$ cat config.mk
export PLATFORM = sky130hd
export DESIGN_NAME = block_mem_flat
export DESIGN_NICKNAME = d
export VERILOG_FILES = /design/src/rtl/conway_pkg.sv /design/src/rtl/block_mem_if.sv /design/src/rtl/block_mem.sv /design/src/flat_wrapper.sv
export SDC_FILE = /design/constraint.sdc
export NUM_CORES = 1
export LEC_CHECK = 0
export BUFFER_PORTS_ARGS = -buffer_cell sky130_fd_sc_hd__buf_2
export CAP_MARGIN = 40
export CORE_ASPECT_RATIO = 0.8
export CORE_MARGIN = 5
export CORE_UTILIZATION = 45
export CTS_BUF_LIST = sky130_fd_sc_hd__clkbuf_4
export CTS_CLUSTER_SIZE = 40
export DETAILED_ROUTE_END_ITERATION = 10
export GPL_TIMING_DRIVEN = 0
export SYNTH_ARGS = -nofsm -noshare
export SYNTH_HDL_FRONTEND = slang
export SYNTH_SLANG_ARGS = --single-unit
$ cat constraint.sdc
create_clock -name clk -period 2.3 [get_ports clk]
set_input_delay 0.345 -clock clk [delete_from_list [all_inputs] [get_ports clk]]
set_output_delay 0.345 -clock clk [all_outputs]
set_load 0.005 [all_outputs]
$ cat src/rtl/conway_pkg.sv
// Shared constants for the Game of Life core: memory geometry defaults and the
// bring-up seed pattern loaded into cell-state memory by the debug strobe.
package conway_pkg;

  localparam int DATA_W_DEF = 16;
  localparam int ADDR_W_DEF = 2;

  localparam logic [15:0] SEED_0 = 16'h0700;
  localparam logic [15:0] SEED_1 = 16'h3300;
  localparam logic [15:0] SEED_2 = 16'h33CC;
  localparam logic [15:0] SEED_3 = 16'h6186;

  function automatic logic [15:0] seed_word(input logic [1:0] addr);
    case (addr)
      2'd0:    return SEED_0;
      2'd1:    return SEED_1;
      2'd2:    return SEED_2;
      default: return SEED_3;
    endcase
  endfunction

endpackage

$ cat src/rtl/block_mem_if.sv
// Bus bundle for block_mem: VGA read port, selector read/write port and the
// debug seed strobe. The master drives addresses/strobes, the slave drives read data.
interface block_mem_if import conway_pkg::*; #(
  parameter int DATA_W = DATA_W_DEF,
  parameter int ADDR_W = ADDR_W_DEF
) ();

  logic              debug;
  logic [ADDR_W-1:0] array_in_vga;
  logic [DATA_W-1:0] alive_out_vga;
  logic              write_enb;
  logic [ADDR_W-1:0] array_selector;
  logic [DATA_W-1:0] alive_in_selector;
  logic [DATA_W-1:0] alive_out_selector;

  modport master (
    output debug, array_in_vga, write_enb, array_selector, alive_in_selector,
    input  alive_out_vga, alive_out_selector
  );

  modport slave (
    input  debug, array_in_vga, write_enb, array_selector, alive_in_selector,
    output alive_out_vga, alive_out_selector
  );

endinterface

$ cat src/rtl/block_mem.sv
// Dual-port cell-state memory: read-only VGA port plus read/write selector port.
// Define BLOCK_MEM_WRITE_FORWARD_EN for write-first selector reads (default read-first).
module block_mem import conway_pkg::*; #(
  parameter int DATA_W = DATA_W_DEF,
  parameter int ADDR_W = ADDR_W_DEF
) (
  input  logic        clk,
  input  logic        reset,
  block_mem_if.slave  bus
);

  localparam int DEPTH = 2 ** ADDR_W;

  logic [DATA_W-1:0]             r_mem [DEPTH];
  logic [DEPTH-1:0][DATA_W-1:0]  w_mem_next;
  logic [DATA_W-1:0]             r_out_vga;
  logic [DATA_W-1:0]             r_out_sel;
  logic [DATA_W-1:0]             w_rd_sel;

  // Per-word next value: debug reload beats a selector write.
  genvar gi;
  generate
    for (gi = 0; gi < DEPTH; gi++) begin : g_word
      assign w_mem_next[gi] =
        bus.debug ? DATA_W'(seed_word(2'(gi))) :
        (bus.write_enb && (bus.array_selector == ADDR_W'(gi))) ? bus.alive_in_selector :
        r_mem[gi];
    end
  endgenerate

`ifdef BLOCK_MEM_WRITE_FORWARD_EN
  // Read and write share one address, so any write on this port is a same-address hit.
  assign w_rd_sel = bus.write_enb ? bus.alive_in_selector : r_mem[bus.array_selector];
`else
  assign w_rd_sel = r_mem[bus.array_selector];
`endif

  always_ff @(posedge clk) begin
    if (reset) begin
      for (int i = 0; i < DEPTH; i++) begin
        r_mem[i] <= '0;
      end
      r_out_vga <= '0;
      r_out_sel <= '0;
    end else begin
      for (int i = 0; i < DEPTH; i++) begin
        r_mem[i] <= w_mem_next[i];
      end
      // During a debug load the read registers see the seed, not stale contents.
      if (bus.debug) begin
        r_out_vga <= DATA_W'(seed_word(2'(bus.array_in_vga)));
        r_out_sel <= DATA_W'(seed_word(2'(bus.array_selector)));
      end else begin
        r_out_vga <= r_mem[bus.array_in_vga];
        r_out_sel <= w_rd_sel;
      end
    end
  end

  assign bus.alive_out_vga      = r_out_vga;
  assign bus.alive_out_selector = r_out_sel;

endmodule

$ cat src/flat_wrapper.sv
// flat-port wrapper written by rule: the top's interface ports become plain ports
module block_mem_flat import conway_pkg::*;
#(
  parameter int DATA_W = DATA_W_DEF,
  parameter int ADDR_W = ADDR_W_DEF
)
  (clk, reset, bus_debug, bus_array_in_vga, bus_write_enb, bus_array_selector, bus_alive_in_selector, bus_alive_out_vga, bus_alive_out_selector);
  block_mem_if #(.DATA_W(DATA_W), .ADDR_W(ADDR_W)) bus_i ();
  input  logic clk;
  input  logic reset;
  input wire logic [$bits(bus_i.debug)-1:0] bus_debug;
  input wire logic [$bits(bus_i.array_in_vga)-1:0] bus_array_in_vga;
  input wire logic [$bits(bus_i.write_enb)-1:0] bus_write_enb;
  input wire logic [$bits(bus_i.array_selector)-1:0] bus_array_selector;
  input wire logic [$bits(bus_i.alive_in_selector)-1:0] bus_alive_in_selector;
  output wire logic [$bits(bus_i.alive_out_vga)-1:0] bus_alive_out_vga;
  output wire logic [$bits(bus_i.alive_out_selector)-1:0] bus_alive_out_selector;
  assign bus_i.debug = bus_debug;
  assign bus_i.array_in_vga = bus_array_in_vga;
  assign bus_i.write_enb = bus_write_enb;
  assign bus_i.array_selector = bus_array_selector;
  assign bus_i.alive_in_selector = bus_alive_in_selector;
  assign bus_alive_out_vga = bus_i.alive_out_vga;
  assign bus_alive_out_selector = bus_i.alive_out_selector;
  block_mem #(.DATA_W(DATA_W), .ADDR_W(ADDR_W)) u_core (.clk(clk), .reset(reset), .bus(bus_i));
endmodule
==> impl_metrics.tcl <==
set metrics [dict create \
    ys_seq_area_share_pct 56.8 \
    p_sw_share_pct 24.8 \
    finalSetupViolCount 0 \
    synth_nets 367 \
    slowest_delay_ns 0.38 \
    peakVddDrop_uv 353 \
    ios 56 \
    worstPathMaxFanout 10 \
    post-dp-hpwl_mm 7.86 \
    slew_headroom_pct 41.8 \
    drc 0 \
    die_y_microns 99.5 \
    comb_power_share_pct 12.9 \
    drtIter0Drc 257 \
    wl_mm 11.6 \
    yosys.area.top_type_share_pct 42.6 \
    worstSetupStartpointType "input pin" \
    finClkSkew_ns 0.0181 \
    clk_path_buf_depth 2 \
    drtAntennaViolNets 0 \
    grt_max_degree 17 \
    finalPower_mw 3.36 \
    hp-start "bus_alive_in_selector[4]" \
    max_slew.worst_pin.slew_ns 0.872 \
    syn_area_per_cell_sq_um 13.6 \
    netSwitchingPower_mw 0.834 \
    drv_slew 0 \
    cts_sinks 96 \
    start_util_pct 46.4 \
    gp_congestion 0.844 \
    min_period_ns 2.18 \
    grt_usage_pct 20.3 \
    vias 3015 \
    synth-warning-count 0 \
    holdWs_ns 0.178 \
    critPathRequiredTime_ns 2.53 \
    firstDrtPassIters 5 \
    dp.cells 526 \
    clk_pin_slew_ns 0.15 \
    grt_pass1_wl_mm 17.8 \
    cts_buffers 9 \
    cts_resized 0 \
    fmax_mhz 459 \
    synth.cell_area_sq_um 4510 \
    fin_setup_tns_ns 0 \
    endpoint_kind "flop" \
    diodes 0 \
    die_x_microns 122 \
    power-per-cell-area_nw_per_um2 654 \
    worst_slack_ns 0.122 \
    port-buffer-count 55 \
    post_drt_wl_per_cell_microns 21.4 \
    syn_inst 332 \
    die-area_sq_um 12100 \
    cts_root_buf "clkbuf_4" \
    nNetsFinal 436 \
    crit_path_top_delay_cell "buf_2" \
    drive_gt1_share_pct 25.9 \
    synthTopCellsByArea "edfxtp_1, dfxtp_1, mux2i_1, and2_1, mux4_1" \
    pwr-share-clk_pct 27.1 \
    rows 32 \
    tritoncts "built" \
    post_cts_buffers 0 \
    arrival_ns 2.41 \
    htreeDepth 3 \
    yosys.area.top_type "edfxtp_1" \
    hold_class "in2reg" \
    grt_overflow_total 0 \
    drv_cap 0 \
    fin_crit_sh_pct 94.7 \
    grt_pass1_vias 3036 \
    clock_latency_ns 0.47 \
    fp.coreArea_sq_um 9730 \
    hold_viol 0 \
    intPower_mw 2.53 \
    critPathKind "in2reg" \
    dp_slack_ns -0.332 \
    syn_to_final_growth_pct 13.9 \
    routed_via_density 5.56 \
    seq_power_share_pct 60.0 \
    stdcell_count 542 \
    r2r_start "u_core.r_mem[2][12]$_SDFFCE_PN0P_" \
    cts_hold_buf 0 \
    crit_path_cell_trace "buf_2, clkbuf_1, buf_2, inv_1, ha_1, and3_1, clkbuf_1, and2_1" \
    synth-seq-cells 96 \
    synth_cell_types 28 \
    crit_start "bus_array_selector[1]" \
    p_leak_nw 2.23 \
    antenna_found_initial 0 \
    rsz0062_at_grt "no" \
    status "complete, no violations" \
]
[final timing paths]
check	to	slack, ns	cells past startpoint
min reg2reg	u_core.bus.alive_out_vga[9]$_SDFF_PP0_	0.62	2
max reg2reg	u_core.bus.alive_out_selector[12]$_SDFF_PP0_	0.99	3
min	u_core.r_mem[0][4]$_SDFFCE_PP0P_	0.18	2
max	u_core.r_mem[0][14]$_SDFFCE_PP0P_	0.12	8
[flip-flops by register name, summed over array words and instances, names as in the netlist]
| signal | flops |
|---|---|
| u_core.bus.alive_out_vga | 16 |
| u_core.bus.alive_out_selector | 16 |
| u_core.r_mem | 64 |
[synth_stat cells, drive strengths merged]
| master | n |
|---|---|
| and3 | 13 |
| nand2b | 5 |
| mux4 | 20 |
| or3 | 4 |
| a31oi | 9 |
| clkbuf | 10 |
| o221ai | 12 |
| or3b | 4 |
| nor2 | 25 |
| nand2 | 6 |
| and2 | 44 |
| ha | 11 |
| edfxtp | 64 |
| o21a | 6 |
| dfxtp | 32 |
| o21ai | 2 |
| inv | 4 |
| nand3b | 4 |
| a21oi | 11 |
| mux2i | 28 |
| buf | 18 |
[power by group through the flow]
stage	Clock (mW)	Combinational, mW	Sequential, mW
4_1_cts	0.920	0.434	2.01
5_1_grt	1.00	0.472	2.03
3_3_place_gp	0	0.419	2.05
2_1_floorplan	0	0.255	2.04
6_report	0.911	0.433	2.02
3_5_place_dp	0	0.433	2.05
[metal layers]
metal  share of wire [%]  track usage [%]
met5                   0                0
met1                  44             28.9
met4                 1.5             6.98
met3                 9.5             6.20
met2                  45             29.5
[cells in the final DEF (no fill, tap or decap), drive strengths merged]
| cell | synthesis | routed |
|---|---|---|
| a21oi | 11 | 11 |
| a31oi | 9 | 9 |
| and2 | 44 | 44 |
| and3 | 13 | 13 |
| buf | 18 | 76 |
| bufinv | 0 | 1 |
| clkbuf | 10 | 22 |
| clkinv | 0 | 3 |
| dfxtp | 32 | 32 |
| edfxtp | 64 | 64 |
| ha | 11 | 11 |
| inv | 4 | 4 |
| mux2i | 28 | 28 |
| mux4 | 20 | 20 |
| nand2 | 6 | 6 |
| nand2b | 5 | 5 |
| nand3b | 4 | 4 |
| nor2 | 25 | 25 |
| o21a | 6 | 6 |
| o21ai | 2 | 2 |
| o221ai | 12 | 12 |
| or3 | 4 | 4 |
| or3b | 4 | 4 |
[layout make-up]
cell class                      count  area (sq um)
Clock inverter                      4          46.3
Buffer                             28           146
Fill cell                         826          4590
Clock buffer                       12          90.1
Timing Repair Buffer               58           320
Sequential cell                    96          2560
Tap cell                          136           170
Multi-Input combinational cell    204          1780
Inverter                            4          17.5
[worst max-delay path: cells and delay by family]
| family | cells | cell delay, ns |
|---|---|---|
| adders and majority gates | 1 | 0.31 |
| and+or+nand+nor | 2 | 0.51 |
| buffers and inverters | 5 | 1.23 |
[logic make-up (layout without fill, tap and decap cells)]
family | count (synthesis) | after routing | share of synthesized area (%)
adder cells (fa/ha/maj) | 11 | 11 | 3.05
AO/OA/AOI/OAI | 40 | 40 | 6.02
multiplexers | 48 | 48 | 17.0
buffers and inverters | 32 | 106 | 3.63
AND/OR/NAND/NOR | 105 | 105 | 13.5
flip-flops | 96 | 96 | 56.8
[per-stage QoR]
stage	utilization [%]	instance area, sq um
6_report	52.8	5140
3_5_place_dp	51.4	5000
4_1_cts	52.8	5140
5_1_grt	52.8	5140
3_3_place_gp	50.9	4960
2_1_floorplan	-	4510
No activity file was read; power rests on OpenSTA's default activity.
